<file path="src/rtl/slice_add_seq_pkg.sv">
// Shared types and sizing helpers for the slice-sequenced adder.
package slice_add_seq_pkg;

  localparam int DEF_WIDTH = 32;
  localparam int DEF_SLICE = 4;

  typedef enum logic [1:0] {
    ST_IDLE = 2'd0,
    ST_RUN  = 2'd1,
    ST_DONE = 2'd2
  } state_t;

  function automatic int nslice(input int width, input int slice);
    return width / slice;
  endfunction

  // Slice index width: ceil(log2(n)), never below one bit.
  function automatic int idx_bits(input int n);
    return (n > 1) ? $clog2(n) : 1;
  endfunction

endpackage

</file>
<file path="src/rtl/slice_add_seq_add4_slice.sv">
// Gate primitives and the combinational SLICE-bit carry-lookahead slice
// (4-bit lookahead groups, group carries rippled; SLICE a multiple of 4).
module xor2 (input logic i_a, input logic i_b, output logic o_y);
  assign o_y = i_a ^ i_b;
endmodule

module and2 (input logic i_a, input logic i_b, output logic o_y);
  assign o_y = i_a & i_b;
endmodule

module and3 (input logic i_a, input logic i_b, input logic i_c, output logic o_y);
  assign o_y = i_a & i_b & i_c;
endmodule

module and4 (input logic i_a, input logic i_b, input logic i_c, input logic i_d,
             output logic o_y);
  assign o_y = i_a & i_b & i_c & i_d;
endmodule

module or2 (input logic i_a, input logic i_b, output logic o_y);
  assign o_y = i_a | i_b;
endmodule

module or3 (input logic i_a, input logic i_b, input logic i_c, output logic o_y);
  assign o_y = i_a | i_b | i_c;
endmodule

module or4 (input logic i_a, input logic i_b, input logic i_c, input logic i_d,
            output logic o_y);
  assign o_y = i_a | i_b | i_c | i_d;
endmodule

module add4_slice #(
  parameter int SLICE = 4
) (
  input  logic [SLICE-1:0] i_a,
  input  logic [SLICE-1:0] i_b,
  input  logic             i_c,
  output logic [SLICE-1:0] o_s,
  output logic             o_c,
  output logic             o_c_msb_in
);
  logic [SLICE-1:0] w_p;
  logic [SLICE-1:0] w_g;
  logic [SLICE:0]   w_c;

  assign w_c[0] = i_c;

  for (genvar i = 0; i < SLICE; i++) begin : g_bit
    xor2 u_p (.i_a(i_a[i]), .i_b(i_b[i]), .o_y(w_p[i]));
    and2 u_g (.i_a(i_a[i]), .i_b(i_b[i]), .o_y(w_g[i]));
    xor2 u_s (.i_a(w_p[i]), .i_b(w_c[i]), .o_y(o_s[i]));
  end

  for (genvar k = 0; k < SLICE / 4; k++) begin : g_grp
    localparam int B = 4 * k;
    logic w_t10, w_t20, w_t21, w_t30, w_t31, w_t32;
    logic w_u0, w_u1, w_u2, w_u3, w_gg, w_gp;

    and2 u_t10 (.i_a(w_p[B]), .i_b(w_c[B]), .o_y(w_t10));
    or2  u_c1  (.i_a(w_g[B]), .i_b(w_t10), .o_y(w_c[B+1]));

    and2 u_t20 (.i_a(w_p[B+1]), .i_b(w_g[B]), .o_y(w_t20));
    and3 u_t21 (.i_a(w_p[B+1]), .i_b(w_p[B]), .i_c(w_c[B]), .o_y(w_t21));
    or3  u_c2  (.i_a(w_g[B+1]), .i_b(w_t20), .i_c(w_t21), .o_y(w_c[B+2]));

    and2 u_t30 (.i_a(w_p[B+2]), .i_b(w_g[B+1]), .o_y(w_t30));
    and3 u_t31 (.i_a(w_p[B+2]), .i_b(w_p[B+1]), .i_c(w_g[B]), .o_y(w_t31));
    and4 u_t32 (.i_a(w_p[B+2]), .i_b(w_p[B+1]), .i_c(w_p[B]), .i_d(w_c[B]), .o_y(w_t32));
    or4  u_c3  (.i_a(w_g[B+2]), .i_b(w_t30), .i_c(w_t31), .i_d(w_t32), .o_y(w_c[B+3]));

    // Group carry-out as generate/propagate so no gate exceeds four inputs.
    and2 u_u0 (.i_a(w_p[B+3]), .i_b(w_g[B+2]), .o_y(w_u0));
    and3 u_u1 (.i_a(w_p[B+3]), .i_b(w_p[B+2]), .i_c(w_g[B+1]), .o_y(w_u1));
    and4 u_u2 (.i_a(w_p[B+3]), .i_b(w_p[B+2]), .i_c(w_p[B+1]), .i_d(w_g[B]), .o_y(w_u2));
    or4  u_gg (.i_a(w_g[B+3]), .i_b(w_u0), .i_c(w_u1), .i_d(w_u2), .o_y(w_gg));
    and4 u_gp (.i_a(w_p[B+3]), .i_b(w_p[B+2]), .i_c(w_p[B+1]), .i_d(w_p[B]), .o_y(w_gp));
    and2 u_u3 (.i_a(w_gp), .i_b(w_c[B]), .o_y(w_u3));
    or2  u_c4 (.i_a(w_gg), .i_b(w_u3), .o_y(w_c[B+4]));
  end

  assign o_c        = w_c[SLICE];
  assign o_c_msb_in = w_c[SLICE-1];

endmodule

</file>
<file path="src/rtl/slice_add_seq.sv">
// Multi-cycle WIDTH-bit adder: one SLICE-bit slice per clock with a registered
// carry. Define SLICE_ADD_SEQ_OVF_EN to add the signed-overflow output.
module slice_add_seq
  import slice_add_seq_pkg::*;
#(
  parameter int WIDTH = DEF_WIDTH,
  parameter int SLICE = DEF_SLICE
) (
  input  logic             clk,
  input  logic             rst_n,
  input  logic             in_valid,
  output logic             in_ready,
  input  logic [WIDTH-1:0] a,
  input  logic [WIDTH-1:0] b,
  input  logic             cin,
  output logic             out_valid,
  input  logic             out_ready,
  output logic [WIDTH-1:0] sum,
  output logic             cout,
  output logic             busy,
`ifdef SLICE_ADD_SEQ_OVF_EN
  output logic             ovf,
`endif
  output state_t           o_state
);
  localparam int NSLICE = nslice(WIDTH, SLICE);
  localparam int IDXW   = idx_bits(NSLICE);
  localparam logic [IDXW-1:0] LAST_IDX = IDXW'(NSLICE - 1);

  // Valid/ready: a transfer happens on a rising edge where valid and ready
  // are both high; in_ready and out_valid depend only on state, and the
  // result stays stable while out_valid is high and out_ready is low.
  state_t           r_state, w_next;
  logic [IDXW-1:0]  r_idx;
  logic             r_carry;
  logic [WIDTH-1:0] r_a, r_b, r_sum;
  logic             r_cout;
  logic [SLICE-1:0] w_sa, w_sb, w_s;
  logic             w_c, w_c_msb, w_last;

  assign w_sa   = r_a[int'(r_idx)*SLICE +: SLICE];
  assign w_sb   = r_b[int'(r_idx)*SLICE +: SLICE];
  assign w_last = (r_idx == LAST_IDX);

  add4_slice #(.SLICE(SLICE)) u_slice (
    .i_a        (w_sa),
    .i_b        (w_sb),
    .i_c        (r_carry),
    .o_s        (w_s),
    .o_c        (w_c),
    .o_c_msb_in (w_c_msb)
  );

  always_comb begin
    w_next = r_state;
    case (r_state)
      ST_IDLE: if (in_valid)         w_next = ST_RUN;
      ST_RUN:  if (w_last)           w_next = ST_DONE;
      ST_DONE: if (out_ready)        w_next = ST_IDLE;
      default:                       w_next = ST_IDLE;
    endcase
  end

  always_ff @(posedge clk or negedge rst_n) begin
    if (!rst_n) r_state <= ST_IDLE;
    else        r_state <= w_next;
  end

  always_ff @(posedge clk or negedge rst_n) begin
    if (!rst_n) begin
      r_idx   <= '0;
      r_carry <= 1'b0;
      r_a     <= '0;
      r_b     <= '0;
      r_sum   <= '0;
      r_cout  <= 1'b0;
    end else if (r_state == ST_IDLE) begin
      if (in_valid) begin
        r_a     <= a;
        r_b     <= b;
        r_carry <= cin;
        r_idx   <= '0;
      end
    end else if (r_state == ST_RUN) begin
      r_sum[int'(r_idx)*SLICE +: SLICE] <= w_s;
      r_carry <= w_c;
      r_idx   <= r_idx + IDXW'(1);
      if (w_last) r_cout <= w_c;
    end
  end

`ifdef SLICE_ADD_SEQ_OVF_EN
  logic r_ovf;
  always_ff @(posedge clk or negedge rst_n) begin
    if (!rst_n)                           r_ovf <= 1'b0;
    else if (r_state == ST_RUN && w_last) r_ovf <= w_c_msb ^ w_c;
  end
  assign ovf = r_ovf;
`else
  logic w_unused_c_msb;
  assign w_unused_c_msb = w_c_msb;
`endif

  assign in_ready  = (r_state == ST_IDLE);
  assign out_valid = (r_state == ST_DONE);
  assign busy      = !in_ready;
  assign sum       = r_sum;
  assign cout      = r_cout;
  assign o_state   = r_state;

endmodule

</file>
<file path="config.mk">
export PLATFORM = sky130hd
export DESIGN_NAME = slice_add_seq
export DESIGN_NICKNAME = d
export VERILOG_FILES = /design/src/rtl/slice_add_seq_pkg.sv /design/src/rtl/slice_add_seq_add4_slice.sv /design/src/rtl/slice_add_seq.sv
export SDC_FILE = /design/constraint.sdc
export NUM_CORES = 1
export LEC_CHECK = 0
export ABC_CLOCK_PERIOD_IN_PS = 6040
export CELL_PAD_IN_SITES_DETAIL_PLACEMENT = 0
export CELL_PAD_IN_SITES_GLOBAL_PLACEMENT = 2
export CORE_ASPECT_RATIO = 0.5
export CORE_MARGIN = 5
export CORE_UTILIZATION = 38
export CTS_BUF_LIST = sky130_fd_sc_hd__clkbuf_16
export CTS_CLUSTER_DIAMETER = 120
export CTS_CLUSTER_SIZE = 20
export DETAILED_ROUTE_END_ITERATION = 10
export PLACE_DENSITY = 0.85
export SYNTH_ARGS = -nofsm -noshare
export SYNTH_HDL_FRONTEND = slang
export SYNTH_HIERARCHICAL = 1
export SYNTH_SLANG_ARGS = --single-unit
</file>
<file path="constraint.sdc">
create_clock -name clk -period 6.04 [get_ports clk]
set_input_delay 0.906 -clock clk [delete_from_list [all_inputs] [get_ports clk]]
set_output_delay 0.906 -clock clk [all_outputs]
set_load 0.1 [all_outputs]
</file>
* Word level (Yosys, flattened, before mapping)
Index checks and enable logic that the tools add are counted.
Cells by class: $add $sub $neg 2, equality and inequality tests 6, shift operators 4, muxes and demuxes 11, bitwise gates (word level) 39, reduce and logical (&&, ||, !) cells 8
Operators by type and width (number):
- 32-bit by 6-bit indexed part select with 4-bit output | 2
- 5-bit negation with 33-bit output | 1
- 4-bit by 33-bit variable shift with 32-bit output, first input constant | 1
- 4-bit by 33-bit indexed part select with 32-bit output | 1
- 32-bit bitwise mux | 1
- 1-bit AND | 20
- 1-bit bitwise OR | 10
- 3-bit two-way mux | 3
- 1-bit XOR | 8
- 2-bit two-way mux | 3
- 2-bit case mux with 3 select lines | 1
- 2-bit AND reduction | 3
- 3-bit AND reduction | 2
- 2-bit != test, second input constant | 2
- 3-bit by 1-bit adder with 3-bit output, second input constant | 1
- 3-bit == test, second input constant | 1
- 1-bit two-way mux | 3
- 2-bit by 1-bit == test with 1-bit output, second input constant | 1
- 2-bit == test, second input constant | 1
- 2-bit logical NOT | 1
- 2-bit by 1-bit != test with 1-bit output, second input constant | 1
- 2-bit nonzero test | 1
- 1-bit logical NOT | 1
- 1-bit NOT | 1
Word-level totals: register bits after elaboration 103, input port bits 69, output and inout port bits 38, word-level logic and storage cells 77

* Longest topological paths before layout
word-level depth 9, mapped depth 12, gate-level depth less buffers 10

* Hierarchy
Netlist, hierarchy kept.
By module, submodules not included:
- slice_add_seq | times used 1, cells an instance 329, area an instance 4913.5 um^2, seq. area each 2577.5 um^2
- xor2 | times used 8, cells an instance 1, area an instance 8.8 um^2, seq. area each 0.0 um^2
- and2 | times used 9, cells an instance 1, area an instance 6.3 um^2, seq. area each 0.0 um^2
- and4 | times used 3, cells an instance 1, area an instance 8.8 um^2, seq. area each 0.0 um^2
- and3 | times used 3, cells an instance 1, area an instance 6.3 um^2, seq. area each 0.0 um^2
- or4 | times used 2, cells an instance 1, area an instance 7.5 um^2, seq. area each 0.0 um^2
- or2 | times used 2, cells an instance 1, area an instance 6.3 um^2, seq. area each 0.0 um^2
- or3 | times used 1, cells an instance 1, area an instance 6.3 um^2, seq. area each 0.0 um^2

* Least setup slack after synthesis
OpenSTA, ideal clock, no wires.
path type reg-to-reg, from register r_idx[0], to register r_sum[7] (netlist: sum[7]), library setup time 125 ps, arrival 3027 ps, required time 5915 ps, setup slack 2887 ps, cell stages (with the launch flop) 13, path buffers 2, clock period less this slack 3153 ps, cell sequence dfrtp_1 -> buf_2 -> buf_2 -> mux4_2 -> nand2_1 -> nand2_1 -> xor2_1 -> and2_1 -> or4_1 -> xor2_1 -> nand2b_1 -> nor2_1 -> mux2_2
On the way: longest elaborated chain between the ends 9, elaborated cells on any way between the ends 32
Ends and longest elaborated chain:
- from (decl) | line slice_add_seq.sv:34 | logic [IDXW-1:0] r_idx;
- from (signal assigned) | line slice_add_seq.sv:87 | r_idx <= r_idx + IDXW'(1);
- 32-bit by 6-bit indexed part select with 4-bit output | line slice_add_seq.sv:42 | assign w_sb = r_b[int'(r_idx)*SLICE +: SLICE];
- named net w_sb[2] | line slice_add_seq.sv:38 | logic [SLICE-1:0] w_sa, w_sb, w_s;
- 1-bit XOR | line slice_add_seq_add4_slice.sv:4 | assign o_y = i_a ^ i_b;
- named net u_slice.w_p[2] | line slice_add_seq_add4_slice.sv:43 | logic [SLICE-1:0] w_p;
- 1-bit AND | line slice_add_seq_add4_slice.sv:8 | assign o_y = i_a & i_b;
- named net u_slice.g_grp[0].w_t30 | line slice_add_seq_add4_slice.sv:57 | logic w_t10, w_t20, w_t21, w_t30, w_t31, w_t32;
- 1-bit bitwise OR (3 in a row) | line slice_add_seq_add4_slice.sv:30 | assign o_y = i_a | i_b | i_c | i_d;
- named net w_c_msb | line slice_add_seq.sv:39 | logic w_c, w_c_msb, w_last;
- 1-bit XOR | line slice_add_seq_add4_slice.sv:4
- named net w_s[3] | line slice_add_seq.sv:38
- 4-bit by 33-bit indexed part select with 32-bit output | line slice_add_seq.sv:85 | r_sum[int'(r_idx)*SLICE +: SLICE] <= w_s;
- 32-bit bitwise mux | line slice_add_seq.sv:85
- to (signal, indexed assignment) | line slice_add_seq.sv:85
- to (decl) | line slice_add_seq.sv:36 | logic [WIDTH-1:0] r_a, r_b, r_sum;
The timed path passes the listed nets, and every way through them passes these cells. A chain may end at the register's enable or synchronous reset.

* Worst setup path in the final report
from register r_idx[0], to register r_sum[7] (netlist: sum[7])
On the way: longest elaborated chain between the ends 9, elaborated cells on any way between the ends 32
Ends and longest elaborated chain:
- 32-bit by 6-bit indexed part select with 4-bit output | line slice_add_seq.sv:41 | assign w_sa = r_a[int'(r_idx)*SLICE +: SLICE];
- named net w_sa[2] | line slice_add_seq.sv:38
- 1-bit XOR | line slice_add_seq_add4_slice.sv:4
- named net u_slice.w_p[2] | line slice_add_seq_add4_slice.sv:43
- 1-bit AND | line slice_add_seq_add4_slice.sv:8
- named net u_slice.g_grp[0].w_t30 | line slice_add_seq_add4_slice.sv:57
- 1-bit bitwise OR (3 in a row) | line slice_add_seq_add4_slice.sv:30
- named net w_c_msb | line slice_add_seq.sv:39
- 1-bit XOR | line slice_add_seq_add4_slice.sv:4
- named net w_s[3] | line slice_add_seq.sv:38
- 4-bit by 33-bit indexed part select with 32-bit output | line slice_add_seq.sv:85
- 32-bit bitwise mux | line slice_add_seq.sv:85
The timed path passes the listed nets, and every way through them passes these cells.

==> metrics.md <==
| Metric | Value |
|---|---|
| Root buf cell | `clkbuf_16` |
| Vias | `3,093` |
| Share of cells above drive strength 1 | `27.9%` |
| CTS tree | `done` |
| Post-synth EDFFs | `0` |
| Reg2reg path depth | `11` |
| Vias in the first global route | `3,443` |
| Critical Path AT | `4.16 ns` |
| CP required | `6.32 ns` |
| Slew HR | `22.5%` |
| First-pass GRT wire length | `18.3 mm` |
| Xor and xnor area share after synthesis | `1.37%` |
| YS warnings | `6` |
| GR Overflow Total | `0` |
| Fin crit share | `64.3%` |
| Dpl hpwl | `8.09 mm` |
| Chip Height | `92.1 um` |
| CTS Buf Count | `9` |
| Routability Congestion | `0.780` |
| Residual DRC count | `0` |
| WL/cell | `17.2 um` |
| Mapped Avg Cell Area | `14.3 um2` |
| Gates resized, CTS repair | `0` |
| Ys async rst share | `100%` |
| Maximum clock insertion buffer count | `2` |
| Tmin final | `3.88 ns` |
| Multiplexer area fraction after synthesis | `32.9%` |
| Nets | `537` |
| Final setup vio count | `0` |
| Initial Utilization | `38.3%` |
| N_diodes | `0` |
| Post-CTS setup buffers | `0` |
| Largest net degree at the start of global routing | `65` |
| Setup CP Type | `reg2reg` |
| Fraction of the mapped netlist area in compound gates | `0.978%` |
| Synth top area cells | `dfrtp_1 50%, mux2_4 18%, mux2_2 7.3%, mux4_2 7.0%, nand2_1 2.5%` |
| Critical path cell sequence | `buf_4 > mux4_2 > nand2_1 > nand2_1 > xor2_1 > and2_1 > or4_1 > xor2_1 > nand2b_1 > nor2_1 > mux2_2` |
| Seq/Total Area, Yosys | `50.4%` |
| HP Class | `reg2reg` |
| Max stage delay cell, worst path | `dfrtp_1` |
| R2R Setup Slk | `2.16 ns` |
| Startpoint types | `flip-flop` |
| H-tree depth | `3` |
| Family with the most delay on the worst path | `simple AND/OR/NAND/NOR gates` |
| Max_cap viols | `0` |
| Clk sinks | `103` |
| Die area | `0.0160 mm2` |
| #FFs+latches synth | `103` |
| Pins Over Slew Limit | `0` |
| Bufs and invs on worst path | `1` |
| Synth-to-Final Area Change | `29.2%` |
| Reg clk slew, reported paths | `0.07 ns` |
| IO Port Bufs | `106` |
| Slowest stage delay, CP | `1.01 ns` |
| Final Hold Vio Count | `0` |
| Vias per cell | `4.82` |
| Clk_lat worst skew | `0.34 ns` |
| Synth Net Count | `433` |
| Hold Path Stages | `1` |
| Core Region | `0.0134 mm2` |
| Cells after synthesis | `357` |
| Largest family of logic cells by synthesized area | `multiplexers` |
| Rows | `30` |
| Actual slew at the worst max-slew pin | `1.16 ns` |
| Fill count | `1,197` |
| RSZ-0062 raised after global routing | `false` |
| Die Wd | `174 um` |
| Status | `finished, final reports clean` |
| Reg area | `0.00258 mm2` |
| Synth unique cells | `37` |
| I/O Pins | `107` |
| Synth Area in Adders | `1.71%` |
| Hold slack | `0.506 ns` |
| Post-route ant nets | `0` |
| Commonest non-fill, non-tap cell in the layout | `clkdlybuf4s50_1` |
| Achievable Freq | `258 MHz` |
| Mapped Area | `0.00512 mm2` |
| # hold bufs at CTS | `0` |
| Top cell type's share of synthesized area | `50.4%` |
| Commonest non-fill, non-tap cells in the layout | `105 x clkdlybuf4s50_1, 103 x dfrtp_1, 60 x mux2_4` |
| Multi-input gate area in the final layout | `0.00239 mm2` |
| Worst Setup End Kind | `flip-flop` |
| Simple-gate share of the synthesized area | `9.70%` |
| Area leader, netlist | `dfrtp_1` |
| WP depth | `11` |
| DRT iter0 DRCs | `123` |
| GRT Resource Usage Total | `14.2%` |
| Top FF cell, synth | `dfrtp_1` |
| Setup TNS | `0 ns` |
| CP max FO | `22` |
| Clk_skew | `0.00728 ns` |
| Initial antenna violation count | `0` |
| Routed wire length | `11.0 mm` |
| Pre-antenna DRT Iters | `4` |
==> final timing paths <==
check / start / end
worst max-delay path: r_idx[0]$_DFFE_PN0P_ / sum[7]$_DFFE_PN0P_
worst min-delay path: sum[24]$_DFFE_PN0P_ / sum[24]$_DFFE_PN0P_
worst max register to register: r_idx[0]$_DFFE_PN0P_ / sum[7]$_DFFE_PN0P_
worst min register to register: sum[24]$_DFFE_PN0P_ / sum[24]$_DFFE_PN0P_
max in group asynchronous: rst_n / r_b[27]$_DFFE_PN0P_
min in group asynchronous: rst_n / r_a[19]$_DFFE_PN0P_
==> sequential cells by signal, indices dropped and copies added (netlist names) <==
register,flops
r_a,32
r_b,32
sum,32
r_idx,3
o_state,2
cout,1
r_carry,1
==> final cells by class <==
class	instances	share of cell area, %
Timing Repair Buffer	108	16.2
Inverter	10	0.568
Sequential cell	103	39.0
Clock buffer	9	3.41
Tap cell	176	3.33
Clock inverter	7	1.34
Multi-Input combinational cell	229	36.1
==> logic make-up after synthesis <==
group,count (synthesis)
DFF,103
AOI/OAI and AO/OA,7
buffers and inverters,25
and+or+nand+nor,93
xor gates and xnor gates,8
muxes,114
adders and majority gates,7
==> metrics by stage <==
step | util (%) | std cells | instance area [um2] | worst slack, ns
global placement | 47.1 | 626 | 6300 | 2.26
global route | 49.5 | 642 | 6610 | 1.85
finish | 49.5 | 642 | 6610 | 2.16
floorplan | - | 357 | 5120 | 2.89
detailed placement | 47.1 | 626 | 6300 | 2.13
CTS | 49.5 | 642 | 6610 | 2.13
==> synth_stat cells (2+ instances only) <==
library cell / number
dfrtp_1: 103
mux2_4: 60
nand2_1: 34
mux2_2: 33
mux4_2: 16
nor2_1: 14
and2_1: 10
nand2b_1: 9
inv_1: 8
xor2_1: 8
buf_6: 7
ha_1: 7
mux2i_1: 5
nand4b_1: 4
nor3_1: 4
and3_1: 3
and4_1: 3
buf_2: 3
clkbuf_1: 3
a22o_1: 2
o21ai_0: 2
or2_1: 2
or3_1: 2
or4_1: 2
==> per-layer routing <==
| layer | up-vias | global-route usage, % | share of wire [%] |
|---|---|---|---|
| met1 | 1558 | 19.8 | 49 |
| li1 | 1467 | - | - |
| met3 | 14 | 3.54 | 3.5 |
| met5 | - | 0 | 0 |
| met2 | 54 | 22.3 | 46 |
| met4 | 0 | 3.49 | 1.3 |
Power is not shown: default switching activity piles up to over one toggle a cycle in this logic, so the estimate is an artifact.
==> RTL change 1, RTL diff (same flow settings) <==
Build with the macro `SLICE_ADD_SEQ_OVF_EN` defined.
--- a/src/rtl/slice_add_seq.sv
+++ b/src/rtl/slice_add_seq.sv
@@ -1,5 +1,7 @@
 // Multi-cycle WIDTH-bit adder: one SLICE-bit slice per clock with a registered
 // carry. Define SLICE_ADD_SEQ_OVF_EN to add the signed-overflow output.
+`define SLICE_ADD_SEQ_OVF_EN
+
 module slice_add_seq
   import slice_add_seq_pkg::*;
 #(
Check against the original RTL (old outputs only; new: ovf): equivalent (Yosys induction, for registers that start in step).
==> RTL change 1 against the unedited design <==
Cell count is 3.4% higher. Utilization is 0.27 points lower. Synthesized cell count is 1.4% higher. Critical path type unchanged. Synthesized area is 2.7% higher. Setup slack better by 0.43 ns. Cell area is 0.85% higher. Clock skew is 0.00056 ns lower. Count of clock-buffer cells in the layout stayed put. Wire length is 1.3% higher. Sequential cell count is 1 higher.
Power is left out: the tool's default activity adds up to more than one toggle a clock period on the data nets, which glitch-free logic cannot reach.
==> RTL change 1: results (changes against the unedited design) <==
[sta]
maxSlewHeadroom = 0.277  ; +0.0527

[placement]
numPlacedInstances = 648  ; +3.5%
dp_hpwl_mm = 8.19  ; +1.3%
numPortBuffers = 107  ; +0.94%
finalWeightedCongestion = 0.749  ; -4.0%
dpl_cell_area_mm2 = 0.00639  ; +1.4%
place_worst_setup_slack_ns = 2.59  ; +0.463 ns

[global_route]
use_met1 = 0.189  ; -0.00906
grt.met3_usage = 0.0311  ; -0.00432
grt_use_total = 0.141  ; -0.000809
fraction_of_met2_tracks_used_by_global_routing = 0.236  ; +0.0132
vias_in_the_first_global_route = 3463  ; +0.58%
grt_first_pass_wirelength_mm = 18.3  ; about the same
grt_max_degree = 87  ; +34%

[final_layout]
finish.net_count = 543  ; +1.1%
post-route-cell-area_mm2 = 0.00667  ; +0.85%
final_layout_size_suffix_gt1_frac = 0.284  ; +0.00493
layout_fillers = 1174  ; -1.9%

[worst_setup_path]
cp_data_arrival_time_ns = 3.73  ; -0.43 ns
critical_path_peak_fanout = 23  ; +4.5%
crit-reg2reg-launch = r_idx[1]

[yosys]
postSynthNetCount = 438  ; +1.2%
ys_types = 39  ; +5.4%
synth_top_cells_by_count = dfrtp_1 (104), mux2_4 (60), nand2_1 (34)
yosys.area_share.adder = 0.0167  ; -0.000448
synth-seq-area-share = 0.495  ; -0.00842
cells_after_synthesis = 362  ; +1.4%
yosys-top-cells-area = dfrtp_1 (50%), mux2_4 (17%), mux2_2 (7.1%)
share_of_the_synthesized_area_in_compound_gates_ao_oa_aoi_oai = 0.0105  ; +0.000696

[detailed_routing]
wirelength_mm = 11.2  ; +1.3%
dr_wl_met3_um = 435  ; +13%
vias_per_cell = 4.76  ; -1.3%
routed-wl-met2_mm = 5.38  ; +5.7%
dr.first_iter.drc_count = 151  ; +23%

[run_status]
run_status = complete, no violations

[hold_path]
hold_path_class = in2async

-- RTL change 1: cell types whose count changed after synthesis, sizes merged --
cell and change:
xnor2 +1, clkbuf -1, dfrtp +1, nand3b +1
buf +2, o21ai +1
-- RTL change 1: final timing paths --
check,slack (ns),depth (start not counted),to
setup / recovery,2.59,10,sum[31]
hold / removal,0.42,1,r_b[23]
setup reg to reg,2.59,10,sum[31]
hold reg to reg,0.49,2,ovf
max in group asynchronous,4.28,2,sum[12]
min in group clk,0.49,2,ovf
-- RTL change 1: cell families after synthesis --
family          after synthesis
buf+inv                      26
simple gates                 94
mux                         114
compound gates                8
flops                       104
xor+xnor                      9
fa+ha+maj                     7
-- RTL change 1: final cells by class --
cell class,count,share of cell area
Clock buffer,9,0.0338
Tap cell,192,0.0360
Multi-Input combinational cell,232,0.362
Timing Repair Buffer,110,0.164
Sequential cell,104,0.390
Inverter,10,0.00563
Clock inverter,7,0.00826
==> RTL change 2, RTL diff (same flow settings) <==
Without the edit above. `DEF_WIDTH`: 32 -> 24.
--- a/src/rtl/slice_add_seq_pkg.sv
+++ b/src/rtl/slice_add_seq_pkg.sv
@@ -1,7 +1,7 @@
 // Shared types and sizing helpers for the slice-sequenced adder.
 package slice_add_seq_pkg;
 
-  localparam int DEF_WIDTH = 32;
+  localparam int DEF_WIDTH = 24;
   localparam int DEF_SLICE = 4;
 
   typedef enum logic [1:0] {
Interface: changed (resized a, b and sum); port bits go from 107 to 83. No check against the original RTL was run, so the function may have changed too.
==> RTL change 2 against the unedited design <==
Via count is 19% lower. Sequential cell count fell by 24. Synthesized area is 22% lower. Wire length shrank 20%. Cell area decreased by 22%. Highest routed layer unchanged. Cell count is 19% lower. Critical path type unchanged. Fmax rose by 5.9%. Setup slack better by 0.21 ns.
Power is left out: the tool's default activity adds up to more than one toggle a clock period on the data nets, which glitch-free logic cannot reach.
==> RTL change 2: results (changes against the unedited design) <==
[detailed_routing]
drt_pre_antenna_iters = 5  ; +1
vias_per_cell = 4.83  ; +0.24%
avgRoutedWirePerCell_um = 16.9  ; -1.7%

[final_layout]
finish.net_count = 435  ; -19%
layout_fillers = 887  ; -26%
final_layout_size_suffix_gt1_frac = 0.228  ; -0.0506

[worst_setup_path]
crit_path_end = sum[19]
critical_path_peak_fanout = 21  ; -4.5%
r2r.worst_path.cells = 9  ; -2
r2r_setup_slack_ns = 2.37  ; +0.21 ns
cp_data_arrival_time_ns = 3.88  ; -0.28 ns
crit-reg2reg-launch = r_idx[1]

[run_status]
run_status = complete, no violations

[global_route]
grt_max_degree = 80  ; +23%
fraction_of_met2_tracks_used_by_global_routing = 0.249  ; +0.0255
use_met1 = 0.187  ; -0.0117
grt.met3_usage = 0.0385  ; +0.00310
grt_first_pass_wirelength_mm = 14.6  ; -20%
vias_in_the_first_global_route = 2778  ; -19%

[yosys]
synth_top_cells_by_count = dfrtp_1 (79), mux2_2 (45), mux2i_1 (32)
synth-seq-area-share = 0.498  ; -0.00528
postSynthNetCount = 356  ; -18%
ys_types = 46  ; +24%

[placement]
numPortBuffers = 82  ; -23%
finalWeightedCongestion = 0.821  ; +5.2%

[sta]
tightestPinTransition_ns = 1.05  ; -0.117 ns
fin_skew_ns = 0.00434  ; -0.00293 ns

RTL change 2: cell count changes after synthesis, sizes merged, moves of 7 or more:
cell / change
dfrtp: -24
mux2: -28
mux2i: +27
mux4: -16
nand2: -25
nand2b: -7
nor2: -9
o21ai: +8
o22a: +8
RTL change 2: layout make-up:
| class | count | area, um^2 | share of cell area |
|---|---|---|---|
| multi-input cells | 192 | 1820 | 0.354 |
| well taps | 140 | 175 | 0.0341 |
| inverters | 13 | 48.8 | 0.00950 |
| clock buffers | 9 | 225 | 0.0438 |
| clock inverters | 6 | 76.3 | 0.0149 |
| flip-flops and latches | 79 | 1980 | 0.385 |
| repair buffers | 82 | 818 | 0.159 |
RTL change 2: worst min-delay path by stage:
stage,endpoint,slack (ns),depth (start not counted)
2_1_floorplan,r_a[0],0.48,1
3_3_place_gp,r_b[15],0.49,1
3_5_place_dp,r_a[18],0.50,1
4_1_cts,r_a[19],0.51,1
5_1_grt,r_a[19],0.52,1
6_report,sum[5],0.51,1
RTL change 2: per-layer routing:
layer | vias to the layer above | part of all wire
li1 | 1214 | -
met5 | - | 0
met4 | 0 | 0.010
met1 | 1250 | 0.48
met2 | 44 | 0.48
met3 | 8 | 0.036
RTL change 2: cell families (layout without fill, tap and decap cells):
logic type,Yosys count,in the layout,synth area share
AOI/OAI and AO/OA,26,26,0.0508
xor gates and xnor gates,8,8,0.0177
adders and majority gates,5,5,0.0158
buffers and inverters,27,110,0.0435
DFF,79,79,0.498
muxes,97,97,0.284
and+or+nand+nor,56,56,0.0899
RTL change 2: critical path: stages (launching register included):
cell and delay, ns:
dfrtp_1 1.03, inv_1 0.33, nand2_1 0.31, o21ai_0 0.21, xor2_1 0.27, and2_1 0.21
or4_1 0.53, xor2_1 0.24, nor2b_1 0.18, mux2_2 0.25
RTL change 2: stage by stage:
step,cell area [um^2],instances,util,setup WS [ns]
after floorplan,3970,298,-,3.10
after global placement,4840,506,0.474,2.49
after detailed placement,4840,506,0.474,2.39
after CTS,5140,521,0.503,2.33
after global routing,5140,521,0.503,2.06
final,5140,521,0.503,2.37
